`src/rtl/i2s_rate_ctrl_pkg.sv`:
```
// Shared definitions for the I2S rate-change controller: sequencer states and
// the codec sample-rate control word layout.
package i2s_rate_ctrl_pkg;

  typedef enum logic [2:0] {
    ST_IDLE,
    ST_DISABLE,
    ST_SHIFT,
    ST_SETTLE,
    ST_WAITV
  } state_t;

  localparam int         WORD_W      = 16;
  localparam logic [6:0] CODEC_ADDR  = 7'h08;
  localparam logic [2:0] WORD_PAD    = 3'b000;
  localparam logic       WORD_ACTIVE = 1'b1;

  // Sampling-control register word: address, padding, SR code, BOSR, active bit.
  function automatic logic [WORD_W-1:0] codec_word(input logic [3:0] sr, input logic bosr);
    return {CODEC_ADDR, WORD_PAD, sr, bosr, WORD_ACTIVE};
  endfunction

endpackage

```
`src/rtl/i2s_rate_ctrl_spi.sv`:
```
// 3-wire codec control-port transmitter: one 16-bit word, MSB first, data
// launched with the falling clock, followed by a chip-select-high hold.
module codec_spi_tx
  import i2s_rate_ctrl_pkg::*;
#(
  parameter int SPI_DIV = 25
) (
  input  logic              clk,
  input  logic              reset_n,
  input  logic              start,
  input  logic [WORD_W-1:0] data,
  output logic              busy,
  output logic              finish,
  output logic              cs_n,
  output logic              csclk,
  output logic              csdat
);

  typedef enum logic [1:0] {TX_IDLE, TX_LOW, TX_HIGH, TX_TAIL} tx_t;

  localparam int DIV_W = (SPI_DIV > 1) ? $clog2(SPI_DIV) : 1;
  localparam int IDX_W = $clog2(WORD_W);
  localparam logic [DIV_W-1:0] DIV_LOAD = DIV_W'(SPI_DIV - 1);
  localparam logic [IDX_W-1:0] LAST_BIT = IDX_W'(WORD_W - 1);

  tx_t               phase, phase_nxt;
  logic [DIV_W-1:0]  div_cnt, div_cnt_nxt;
  logic [IDX_W-1:0]  bit_idx, bit_idx_nxt;
  logic [WORD_W-1:0] shreg, shreg_nxt;
  logic              cs_n_nxt, csclk_nxt, csdat_nxt;
  logic              div_end;

  assign div_end = (div_cnt == '0);
  assign busy    = (phase != TX_IDLE);

  always_comb begin
    phase_nxt   = phase;
    div_cnt_nxt = div_cnt;
    bit_idx_nxt = bit_idx;
    shreg_nxt   = shreg;
    cs_n_nxt    = cs_n;
    csclk_nxt   = csclk;
    csdat_nxt   = csdat;
    finish      = 1'b0;
    unique case (phase)
      TX_IDLE: begin
        if (start) begin
          phase_nxt   = TX_LOW;
          div_cnt_nxt = DIV_LOAD;
          bit_idx_nxt = '0;
          shreg_nxt   = {data[WORD_W-2:0], 1'b0};
          cs_n_nxt    = 1'b0;
          csdat_nxt   = data[WORD_W-1];
        end
      end
      TX_LOW: begin
        if (div_end) begin
          phase_nxt   = TX_HIGH;
          div_cnt_nxt = DIV_LOAD;
          csclk_nxt   = 1'b1;
        end else begin
          div_cnt_nxt = div_cnt - DIV_W'(1);
        end
      end
      TX_HIGH: begin
        if (div_end) begin
          div_cnt_nxt = DIV_LOAD;
          csclk_nxt   = 1'b0;
          if (bit_idx == LAST_BIT) begin
            phase_nxt = TX_TAIL;
            cs_n_nxt  = 1'b1;
            csdat_nxt = 1'b0;
          end else begin
            // Next bit is launched together with the falling clock edge.
            phase_nxt   = TX_LOW;
            bit_idx_nxt = bit_idx + IDX_W'(1);
            csdat_nxt   = shreg[WORD_W-1];
            shreg_nxt   = {shreg[WORD_W-2:0], 1'b0};
          end
        end else begin
          div_cnt_nxt = div_cnt - DIV_W'(1);
        end
      end
      TX_TAIL: begin
        if (div_end) begin
          phase_nxt = TX_IDLE;
          finish    = 1'b1;
        end else begin
          div_cnt_nxt = div_cnt - DIV_W'(1);
        end
      end
      default: phase_nxt = TX_IDLE;
    endcase
  end

  always_ff @(posedge clk or negedge reset_n) begin
    if (!reset_n) begin
      phase   <= TX_IDLE;
      div_cnt <= '0;
      bit_idx <= '0;
      shreg   <= '0;
      cs_n    <= 1'b1;
      csclk   <= 1'b0;
      csdat   <= 1'b0;
    end else begin
      phase   <= phase_nxt;
      div_cnt <= div_cnt_nxt;
      bit_idx <= bit_idx_nxt;
      shreg   <= shreg_nxt;
      cs_n    <= cs_n_nxt;
      csclk   <= csclk_nxt;
      csdat   <= csdat_nxt;
    end
  end

endmodule

```
`src/rtl/i2s_rate_ctrl.sv`:
```
// I2S sample-rate change sequencer: quiesce the port, program the codec over
// its control port, let it settle, then re-enable and wait for the first sample.
module i2s_rate_ctrl
  import i2s_rate_ctrl_pkg::*;
#(
  parameter int SPI_DIV = 25,
  parameter int QUIESCE = 64,
  parameter int SETTLE  = 50000,
  parameter int TIMEOUT = 4096
) (
  input  logic       clk,
  input  logic       reset_n,
  input  logic       req,
  input  logic       req_bosr,
  input  logic [3:0] req_sr,
  input  logic       valid,
  output logic       outena,
  output logic       bosr,
  output logic [3:0] sr,
  output logic       busy,
  output logic       done,
  output logic       err,
  output logic       cs_n,
  output logic       csclk,
  output logic       csdat
);

  localparam int MAX_QS  = (QUIESCE > SETTLE) ? QUIESCE : SETTLE;
  localparam int CNT_MAX = (MAX_QS > TIMEOUT) ? MAX_QS : TIMEOUT;
  localparam int CNT_W   = (CNT_MAX > 1) ? $clog2(CNT_MAX) : 1;

  state_t           state, state_nxt;
  logic [CNT_W-1:0] cnt, cnt_nxt;
  logic             outena_nxt, bosr_nxt, busy_nxt, done_nxt, err_nxt;
  logic [3:0]       sr_nxt;
  logic             tx_start, tx_busy, tx_finish;
  logic             cnt_zero;

  assign cnt_zero = (cnt == '0);

  always_comb begin
    state_nxt  = state;
    cnt_nxt    = cnt;
    outena_nxt = outena;
    bosr_nxt   = bosr;
    sr_nxt     = sr;
    busy_nxt   = busy;
    done_nxt   = 1'b0;
    err_nxt    = err;
    tx_start   = 1'b0;
    unique case (state)
      ST_IDLE: begin
        if (req) begin
          state_nxt  = ST_DISABLE;
          cnt_nxt    = CNT_W'(QUIESCE - 1);
          bosr_nxt   = req_bosr;
          sr_nxt     = req_sr;
          err_nxt    = 1'b0;
          busy_nxt   = 1'b1;
          outena_nxt = 1'b0;
        end
      end
      ST_DISABLE: begin
        if (!cnt_zero) begin
          cnt_nxt = cnt - CNT_W'(1);
        end else if (!tx_busy) begin
          tx_start  = 1'b1;
          state_nxt = ST_SHIFT;
        end
      end
      ST_SHIFT: begin
        if (tx_finish) begin
          state_nxt = ST_SETTLE;
          cnt_nxt   = CNT_W'(SETTLE - 1);
        end
      end
      ST_SETTLE: begin
        if (!cnt_zero) begin
          cnt_nxt = cnt - CNT_W'(1);
        end else begin
          state_nxt  = ST_WAITV;
          cnt_nxt    = CNT_W'(TIMEOUT - 1);
          outena_nxt = 1'b1;
        end
      end
      ST_WAITV: begin
        // A sample arriving on the last allowed cycle still counts as success.
        if (valid) begin
          state_nxt = ST_IDLE;
          done_nxt  = 1'b1;
          busy_nxt  = 1'b0;
        end else if (cnt_zero) begin
          state_nxt  = ST_IDLE;
          done_nxt   = 1'b1;
          busy_nxt   = 1'b0;
          err_nxt    = 1'b1;
          outena_nxt = 1'b0;
        end else begin
          cnt_nxt = cnt - CNT_W'(1);
        end
      end
      default: state_nxt = ST_IDLE;
    endcase
  end

  always_ff @(posedge clk or negedge reset_n) begin
    if (!reset_n) begin
      state  <= ST_IDLE;
      cnt    <= '0;
      outena <= 1'b0;
      bosr   <= 1'b0;
      sr     <= 4'd0;
      busy   <= 1'b0;
      done   <= 1'b0;
      err    <= 1'b0;
    end else begin
      state  <= state_nxt;
      cnt    <= cnt_nxt;
      outena <= outena_nxt;
      bosr   <= bosr_nxt;
      sr     <= sr_nxt;
      busy   <= busy_nxt;
      done   <= done_nxt;
      err    <= err_nxt;
    end
  end

  codec_spi_tx #(
    .SPI_DIV(SPI_DIV)
  ) u_spi (
    .clk    (clk),
    .reset_n(reset_n),
    .start  (tx_start),
    .data   (codec_word(sr, bosr)),
    .busy   (tx_busy),
    .finish (tx_finish),
    .cs_n   (cs_n),
    .csclk  (csclk),
    .csdat  (csdat)
  );

endmodule
```
`config.mk`:
```
export PLATFORM = sky130hd
export DESIGN_NAME = i2s_rate_ctrl
export DESIGN_NICKNAME = d
export VERILOG_FILES = /design/src/rtl/i2s_rate_ctrl_pkg.sv /design/src/rtl/i2s_rate_ctrl_spi.sv /design/src/rtl/i2s_rate_ctrl.sv
export SDC_FILE = /design/constraint.sdc
export NUM_CORES = 1
export LEC_CHECK = 0
export CELL_PAD_IN_SITES_DETAIL_PLACEMENT = 0
export CELL_PAD_IN_SITES_GLOBAL_PLACEMENT = 2
export CORE_MARGIN = 1
export CORE_UTILIZATION = 38
export DETAILED_ROUTE_END_ITERATION = 16
export PLACE_DENSITY = 0.81
export SYNTH_ARGS = -nofsm -noshare
export SYNTH_HDL_FRONTEND = slang
export SYNTH_SLANG_ARGS = --single-unit
```
`constraint.sdc`:
```
create_clock -name clk -period 2.58 [get_ports clk]
set_input_delay 0.516 -clock clk [delete_from_list [all_inputs] [get_ports clk]]
set_output_delay 0.516 -clock clk [all_outputs]
set_load 0.03 [all_outputs]
```
==> flow_metrics.tcl <==
set metrics [dict create \
    vias 2664 \
    top_layer "met4" \
    synth-edff-count 0 \
    critical_path_class "flop to flop" \
    die_area_sq_um 8807 \
    fillers 792 \
    n_antenna_cell 0 \
    chipWidth_um 93.85 \
    gr-usage-all-layers_pct 19.12 \
    port_buffers 20 \
    async_flop_share_pct 100.0 \
    cts_resized 0 \
    multiInputGateArea_sq_um 1590 \
    gp_congestion 0.7929 \
    ios 21 \
    start_kind "flop" \
    r2r_end "u_spi.shreg[6]" \
    insertion_delay_ns 0.34 \
    htree_levels 3 \
    wl_per_cell_um 15.84 \
    fp-row-count 33 \
    cts_made_buffers 9 \
    p_leak_nw 1.712 \
    clock_sinks 57 \
    setup_viol 0 \
    synth-main-ff-cell "dfrtp_1" \
    max_freq_mhz 436.5 \
    drive_above_1_share_pct 15.20 \
    drtPass1Iterations 4 \
    areaGrowthSynthToFinish_pct 19.71 \
    worstSetupEndpointType "flop" \
    rr_worst_depth 7 \
    peakVddDrop_v 0.0004284 \
    skew_ns 0.007946 \
    wl_met2_um 3446 \
    setup_tns_ns 0 \
    cts_setup_buffers 0 \
    status "complete, no violations" \
    synth_nets 352 \
    synth.avg_cell_area_sq_um 9.540 \
    grt_pass1_wl_um 12950 \
    start_util_pct 39.21 \
    nets 386 \
    wl_met1_um 3791 \
    cp_max_fo 11 \
    holdBufCountCts 0 \
    fin_util_pct 46.94 \
    placed_cells 464 \
    clk_pin_slew_ns 0.07 \
    cp.arrival_ns 2.50 \
    min_period_over_period_pct 88.80 \
    reg2reg_from "cnt[0]" \
    maxSlewViolCount 0 \
    antenna_found_initial 0 \
    cts_buffer_depth 2 \
    rsz0062_at_grt "false" \
    hpwl_um 5276 \
    syn_area_sq_um 3206 \
    grt_start_max_net_pins 38 \
    period_needed_ns 2.291 \
    totalWireLength_um 7601 \
    grt_pass1_vias 2647 \
    worst_pin_slew_ns 0.7307 \
    hp-class "primary input to asynchronous set/reset pin" \
    drv_cap 0 \
    wl_met3_um 220 \
    synth_cell_types 53 \
    yosysWarnings 0 \
    regArea_sq_um 1428 \
    power_per_cell_area_nw_per_um2 1069 \
    postSynthCellCount 336 \
    cts-root-buf "clkbuf_8" \
    drt_iter0_markers 154 \
    final_hold_viol_count 0 \
    fp.dieH_um 93.85 \
    slew_headroom_pct 51.29 \
    yosysSeqAreaShare_pct 44.54 \
    cts_tree "done" \
    coreArea_sq_um 8175 \
    r2r_slack_ns 0.29 \
    ys_ff_latch 57 \
    vias_per_cell 5.550 \
    stdcell_count 480 \
    grt-ovfl-total 0 \
    required_ns 2.79 \
    drcViolationCount 0 \
    antenna_left 0 \
]
critical path: stages (launching register included):
cell and delay, ns:
dfrtp_1 0.39, inv_1 0.10, ha_1 0.21, nor3b_2 0.24
and3_1 0.28, a31oi_4 0.11, a211o_1 0.43, a221o_1 0.42
stage by stage:
step	area, sq um	total power [W]	setup slack (ns)	hold WS [ns]
6_report	3837	0.004103	0.2889	0.1456
5_1_grt	3837	0.004421	0.05396	0.1758
4_1_cts	3827	0.004122	0.1221	0.1535
3_5_place_dp	3617	0.003183	0.1153	0.4721
3_3_place_gp	3617	0.003163	0.1550	0.4625
2_1_floorplan	3206	0.002787	0.3230	0.2204
cell families after synthesis:
logic type / after synthesis / synth area share, %
multiplexers: 22 / 7.182
adder cells (fa/ha/maj): 7 / 2.732
AND/OR/NAND/NOR: 106 / 18.27
AO/OA/AOI/OAI: 97 / 21.12
buffers and inverters: 47 / 6.167
flip-flops: 57 / 44.54
routing by layer:
metal,GRT usage (%),up-vias
li1,-,1306
met5,0,-
met3,3.398,11
met4,9.615,0
met2,28.95,51
met1,26.11,1296
cell usage after synthesis (7+ instances only):
master	n	area share (%)
dfrtp_1	56	44
a21oi_1	30	4.7
inv_1	28	3.3
nor2_1	21	2.5
nand2_1	18	2.1
mux2i_1	14	4.4
clkbuf_1	13	1.5
nor3_1	13	2.0
a31oi_1	11	2.1
nand3_1	11	1.7
o21ai_0	9	1.4
mux2_2	8	2.8
a221o_1	7	2.2
and3_1	7	1.4
ha_1	7	2.7
power breakdown:
part / total (W) / leakage, nW / internal, W / switching [W]
Sequential: 0.00140 / 0.728 / 0.00115 / 0.000251
Combinational: 0.00178 / 0.878 / 0.000763 / 0.00101
Clock: 0.000921 / 0.106 / 0.000539 / 0.000382
flip-flops by register name, indices dropped and copies added (netlist names), 2 cells and up:
name           cells
u_spi.shreg       15
state              3
sr                 4
u_spi.bit_idx      4
u_spi.div_cnt      5
u_spi.phase        2
cnt               16
how the worst max path moves through the flow:
| stage | from | cells after the start | endpoint |
|---|---|---|---|
| finish | cnt[0] | 7 | u_spi.shreg[6] |
| global route | u_spi.div_cnt[0] | 7 | cnt[7] |
| CTS | u_spi.div_cnt[0] | 7 | cnt[7] |
| detailed placement | valid | 7 | cnt[1] |
| global placement | valid | 7 | cnt[1] |
| floorplan | cnt[0] | 10 | u_spi.shreg[6] |
layout by cell type, fill, tap and decap left out, types with 3 or more instances in the layout:
cell / count
inv_1: 28
a22o_1: 3
a211oi_1: 3
nand3_1: 11
a31oi_1: 11
a221o_1: 7
nor3b_1: 5
nand2_1: 18
clkdlybuf4s50_1: 19
o22a_1: 6
and2_1: 3
nand4b_1: 3
nor2b_1: 4
dfrtp_1: 56
or3_1: 6
o31ai_1: 6
mux2i_1: 14
o22ai_1: 4
a22oi_1: 3
o21ai_0: 9
and3_1: 7
buf_4: 21
a21oi_1: 30
nor3_1: 13
nand2b_1: 4
clkbuf_8: 9
ha_1: 7
clkinv_2: 3
nor2_1: 21
mux2_2: 8
cell type report:
cell class	instances	area share (%)
multi-input combinational	232	41.44
sequential	57	37.20
timing repair buffer	42	9.716
tap	105	3.424
clock buffer	10	3.326
inverter	28	2.739
clock inverter	6	2.152
Power figures use the tool's default switching activity.
==> variant 1: new RTL, config.mk and constraints unchanged <==
Re-encode `state_t` (5 states) as one-hot, 5 bits wide.
--- a/src/rtl/i2s_rate_ctrl_pkg.sv
+++ b/src/rtl/i2s_rate_ctrl_pkg.sv
@@ -2,12 +2,12 @@
 // the codec sample-rate control word layout.
 package i2s_rate_ctrl_pkg;
 
-  typedef enum logic [2:0] {
-    ST_IDLE,
-    ST_DISABLE,
-    ST_SHIFT,
-    ST_SETTLE,
-    ST_WAITV
+  typedef enum logic [4:0] {
+    ST_IDLE    = 5'b00001,
+    ST_DISABLE = 5'b00010,
+    ST_SHIFT   = 5'b00100,
+    ST_SETTLE  = 5'b01000,
+    ST_WAITV   = 5'b10000
   } state_t;
 
   localparam int         WORD_W      = 16;
Formal check against the unedited RTL: same outputs for any inputs over 10 cycles, from zero or initial values and one cycle with reset_n low; not proved beyond that.
==> variant 1 against the unedited design <==
Synthesized area is 3.5% higher. Routed wire length is 13% higher. Sequential cell count is 2 higher. Non-clock buffer count is 9 higher. Critical path depth is 1 higher. Maximum frequency is 6.5% lower. Clock skew is 0.0054 ns higher. First-iteration DRC count is 7.1% higher. Total power is 4.2% higher. Worst setup slack worse by 0.16 ns. Cell count is 6.7% higher. Cell area is 4.2% higher. Largest power group unchanged.
==> variant 1: results (changes against the unedited design) <==
reg2reg end u_spi.div_cnt[2] (was u_spi.shreg[6]); post-synthesis adder-cell area fraction 3.39% (was 2.73%); pin count of the biggest net entering global routing 60 (was 38); worst slew pin tran 0.771 ns (was 0.731 ns); Post-Synth XOR/XNOR Area 0.528% (was 0%); outcome finished clean (unchanged); Max Clock Skew 0.0133 ns (was 0.00795 ns); drt wl/cell 16.8 um (was 15.8 um); P_leak 1.72 nW (was 1.71 nW); layout cells sized above 1 15.7% (was 15.2%); Reg2Reg Launch Point cnt[1] (was cnt[0]); Synth cell types 61 (was 53); Layout area overhead 20.6% (was 19.7%); Final GP Congestion 0.870 (was 0.793); Avg Cell Area, Syn 9.19 um2 (was 9.54 um2); HPWL after DPL 5960 um (was 5280 um); first-pass GRT wire length 14500 um (was 13000 um); biggest regs cnt x16, u_spi.shreg x15 (was cnt x16, u_spi.shreg x15, u_spi.div_cnt x5); Final Non-Filler Cells 512 (was 480); Post-Syn Nets 379 (was 352); routed vias 2919 (was 2664); Hold Slack 0.319 ns (was 0.146 ns); Filler cells 818 (was 792); Synth Area in Compound Gates 24.3% (was 21.1%); Worst Reg-to-Reg Cells 8 (was 7); Final nets 420 (was 386); R2R Setup Slk 0.13 ns (was 0.29 ns); Iter 0 DRT Violations 165 (was 154); mux contribution to synthesized area 3.21% (was 7.18%); Peak VDD IR 503 uV (was 428 uV); All-Layer GR Usage 21.1% (was 19.1%); Setup WS pre-CTS 0.0834 ns (was 0.115 ns)
## variant 1: cell types whose count changed after synthesis, moves of 5 or more
cell / delta
o21ai_0: +30
a21oi_1: -15
o211ai_1: +5
o21ai_1: +10
inv_1: -10
a221o_1: -7
mux2i_1: -9
## variant 1: power by group
part	switching, W	internal, W	leakage, nW
Sequential	0.000196	0.00118	0.747
Clock	0.000416	0.000450	0.0923
Combinational	0.00116	0.000869	0.877
Total	0.00178	0.00250	1.72
## variant 1: layout make-up
type	instances	area share (%)
sequential	59	37.0
clock buffer	9	3.10
timing repair buffer	51	11.0
clock inverter	7	1.88
tap	105	3.28
multi-input combinational	263	42.1
inverter	18	1.69
## variant 1: how the worst max path moves through the flow
| stage | cells past startpoint | slack, ns | end | startpoint |
|---|---|---|---|---|
| after global placement | 8 | 0.15 | u_spi.shreg[4] | cnt[1] |
| after CTS | 8 | 0.05 | u_spi.shreg[15] | cnt[1] |
| after global routing | 8 | 0.005 | cnt[14] | u_spi.div_cnt[0] |
| final | 8 | 0.13 | u_spi.div_cnt[2] | cnt[1] |
| after floorplan | 9 | 0.08 | u_spi.bit_idx[3] | cnt[0] |
| after detailed placement | 8 | 0.08 | u_spi.shreg[2] | cnt[1] |
## variant 1: critical path, stage by stage, from the launching register on
cell     delay (ns)
dfrtp_1        0.40
inv_1          0.09
ha_1           0.14
or4b_4         0.46
or3_1          0.34
buf_4          0.18
o31a_1         0.37
o31ai_1        0.24
o41ai_1        0.10
## variant 1: timing repair
item                       in CTS  in global routing
setup buffers                   0                  1
setup endpoints to repair       0                 22
gates resized for setup         0                  5
## variant 1: routing by layer
metal  track usage [%]  routed length [um]  vias to the layer above
met2              31.9                3760                       58
met5                 0                   0                        -
met3              4.23                 330                       11
met4              7.84                 136                        0
met1              29.7                4370                     1415
li1                  -                   -                     1435
==> variant 2: new RTL, config.mk and constraints unchanged <==
Without the edit above. `SPI_DIV` is set to 25 in 2 places; all go to 50.
--- a/src/rtl/i2s_rate_ctrl_spi.sv
+++ b/src/rtl/i2s_rate_ctrl_spi.sv
@@ -3,7 +3,7 @@
 module codec_spi_tx
   import i2s_rate_ctrl_pkg::*;
 #(
-  parameter int SPI_DIV = 25
+  parameter int SPI_DIV = 50
 ) (
   input  logic              clk,
   input  logic              reset_n,
--- a/src/rtl/i2s_rate_ctrl.sv
+++ b/src/rtl/i2s_rate_ctrl.sv
@@ -3,7 +3,7 @@
 module i2s_rate_ctrl
   import i2s_rate_ctrl_pkg::*;
 #(
-  parameter int SPI_DIV = 25,
+  parameter int SPI_DIV = 50,
   parameter int QUIESCE = 64,
   parameter int SETTLE  = 50000,
   parameter int TIMEOUT = 4096
Formal check against the unedited RTL: no difference found for any inputs over 10 cycles, from zero or initial values and one cycle with reset_n low; that may be too few to reach the edited logic, so the function may still have changed.
==> variant 2 against the unedited design <==
Die area grew 2.6%. Total power grew 6.9%. Core utilization is 1.4 points higher. Count of clock-buffer cells in the layout increased by 2. Worst setup slack worse by 0.19 ns. Hold slack better by 0.053 ns. Non-clock buffer count is 9 higher. Synthesized area up 2.7%. Sequential cell count grew 1. Clock power fell by 12%. Cell area grew 4.5%. Routed wire length rose by 11%.
==> variant 2: results (changes against the unedited design) <==
biggest regs cnt x16, u_spi.shreg x15, u_spi.div_cnt x6 (was cnt x16, u_spi.shreg x15, u_spi.div_cnt x5); outcome finished clean (unchanged); drt wl/cell 17.6 um (was 15.8 um); P_leak 1.76 nW (was 1.71 nW); Synth cell types 62 (was 53); Peak VDD IR 471 uV (was 428 uV); Final GP Congestion 0.879 (was 0.793); slowest cell on the critical path dfrtp_1 (was a211o_1); Filler cells 781 (was 792); mux contribution to synthesized area 5.74% (was 7.18%); vias in the first global route 2710 (was 2647); Critical Path Max Stage Delay 0.41 ns (was 0.43 ns); Post-Synth XOR/XNOR Area 0.266% (was 0%); worst-path maximum fanout 9 (was 11); Rel. slew slack 57.6% (was 51.3%); Global Route met1 Usage 27.3% (was 26.1%); P_int 0.00265 W (was 0.00246 W); synth top area cells dfrtp_1 (43%), a22o_1 (3.5%), mux2_2 (3.4%) (was dfrtp_1 (44%), a21oi_1 (4.7%), mux2i_1 (4.4%)); CP delay by family, top simple AND/OR/NAND/NOR gates (was compound AO/OA/AOI/OAI gates); routing usage on met2 30.8% (was 29.0%); layout cells sized above 1 19.4% (was 15.2%); All-Layer GR Usage 19.9% (was 19.1%); WP data arrival 2.69 ns (was 2.50 ns); Post-Syn Nets 346 (was 352); most instantiated cells after synthesis dfrtp_1 (57), nor2_1 (20), inv_1 (19), nor3_1 (15) (was dfrtp_1 (56), a21oi_1 (30), inv_1 (28), nor2_1 (21), nand2_1 (18)); Via density 5.85 (was 5.55); Synth Area in Compound Gates 24.2% (was 21.1%); DR WL met2 4050 um (was 3450 um); pin count of the biggest net entering global routing 36 (was 38); Setup WS pre-CTS 0.0298 ns (was 0.115 ns); HPWL after DPL 6140 um (was 5280 um); GR Layer Usage met3 3.67% (was 3.40%); post-synthesis adder-cell area fraction 3.04% (was 2.73%)
[variant 2: cell type report]
cell class / count / area share (%)
clock buffer: 12 / 3.62
clock inverter: 3 / 0.998
inverter: 19 / 1.78
multi-input combinational: 234 / 42.2
sequential: 58 / 36.2
tap: 105 / 3.28
timing repair buffer: 51 / 11.9
[variant 2: power by group through the flow]
stage	combinational [W]	sequential (W)	clock [W]
finish	0.00210	0.00148	0.000809
global route	0.00231	0.00153	0.000869
CTS	0.00202	0.00148	0.000842
detailed placement	0.00202	0.00150	0
global placement	0.00200	0.00149	0
floorplan	0.00127	0.00154	0
[variant 2: path summary, 6_finish.rpt]
| check | from | cells after the start | slack (ns) | to |
|---|---|---|---|---|
| min | reset_n | 1 | 0.20 | u_spi.div_cnt[0] |
| min reg2reg | busy | 1 | 0.48 | busy |
| max | cnt[1] | 8 | 0.1 | u_spi.shreg[4] |
| max in group asynchronous | reset_n | 2 | 1.70 | u_spi.cs_n |
| max reg2reg | cnt[1] | 8 | 0.1 | u_spi.shreg[4] |
| min in group clk | busy | 1 | 0.48 | busy |
[variant 2: metrics by stage]
stage / cells / total power (W) / util, % / hold slack (ns) / cell area, um2
6_report: 482 / 0.00439 / 48.3 / 0.199 / 4010
5_1_grt: 482 / 0.00471 / 48.3 / 0.226 / 4010
4_1_cts: 481 / 0.00435 / 47.9 / 0.205 / 3970
3_5_place_dp: 466 / 0.00351 / 45.6 / 0.469 / 3790
3_3_place_gp: 466 / 0.00349 / 45.6 / 0.459 / 3790
2_1_floorplan: 329 / 0.00281 / - / 0.220 / 3290
[variant 2: kinds of logic after synthesis]
kind of cell,count (synthesis)
adders and majority gates,8
DFF,58
buffers and inverters,37
muxes,17
AOI/OAI and AO/OA,108
and+or+nand+nor,100
xor gates and xnor gates,1
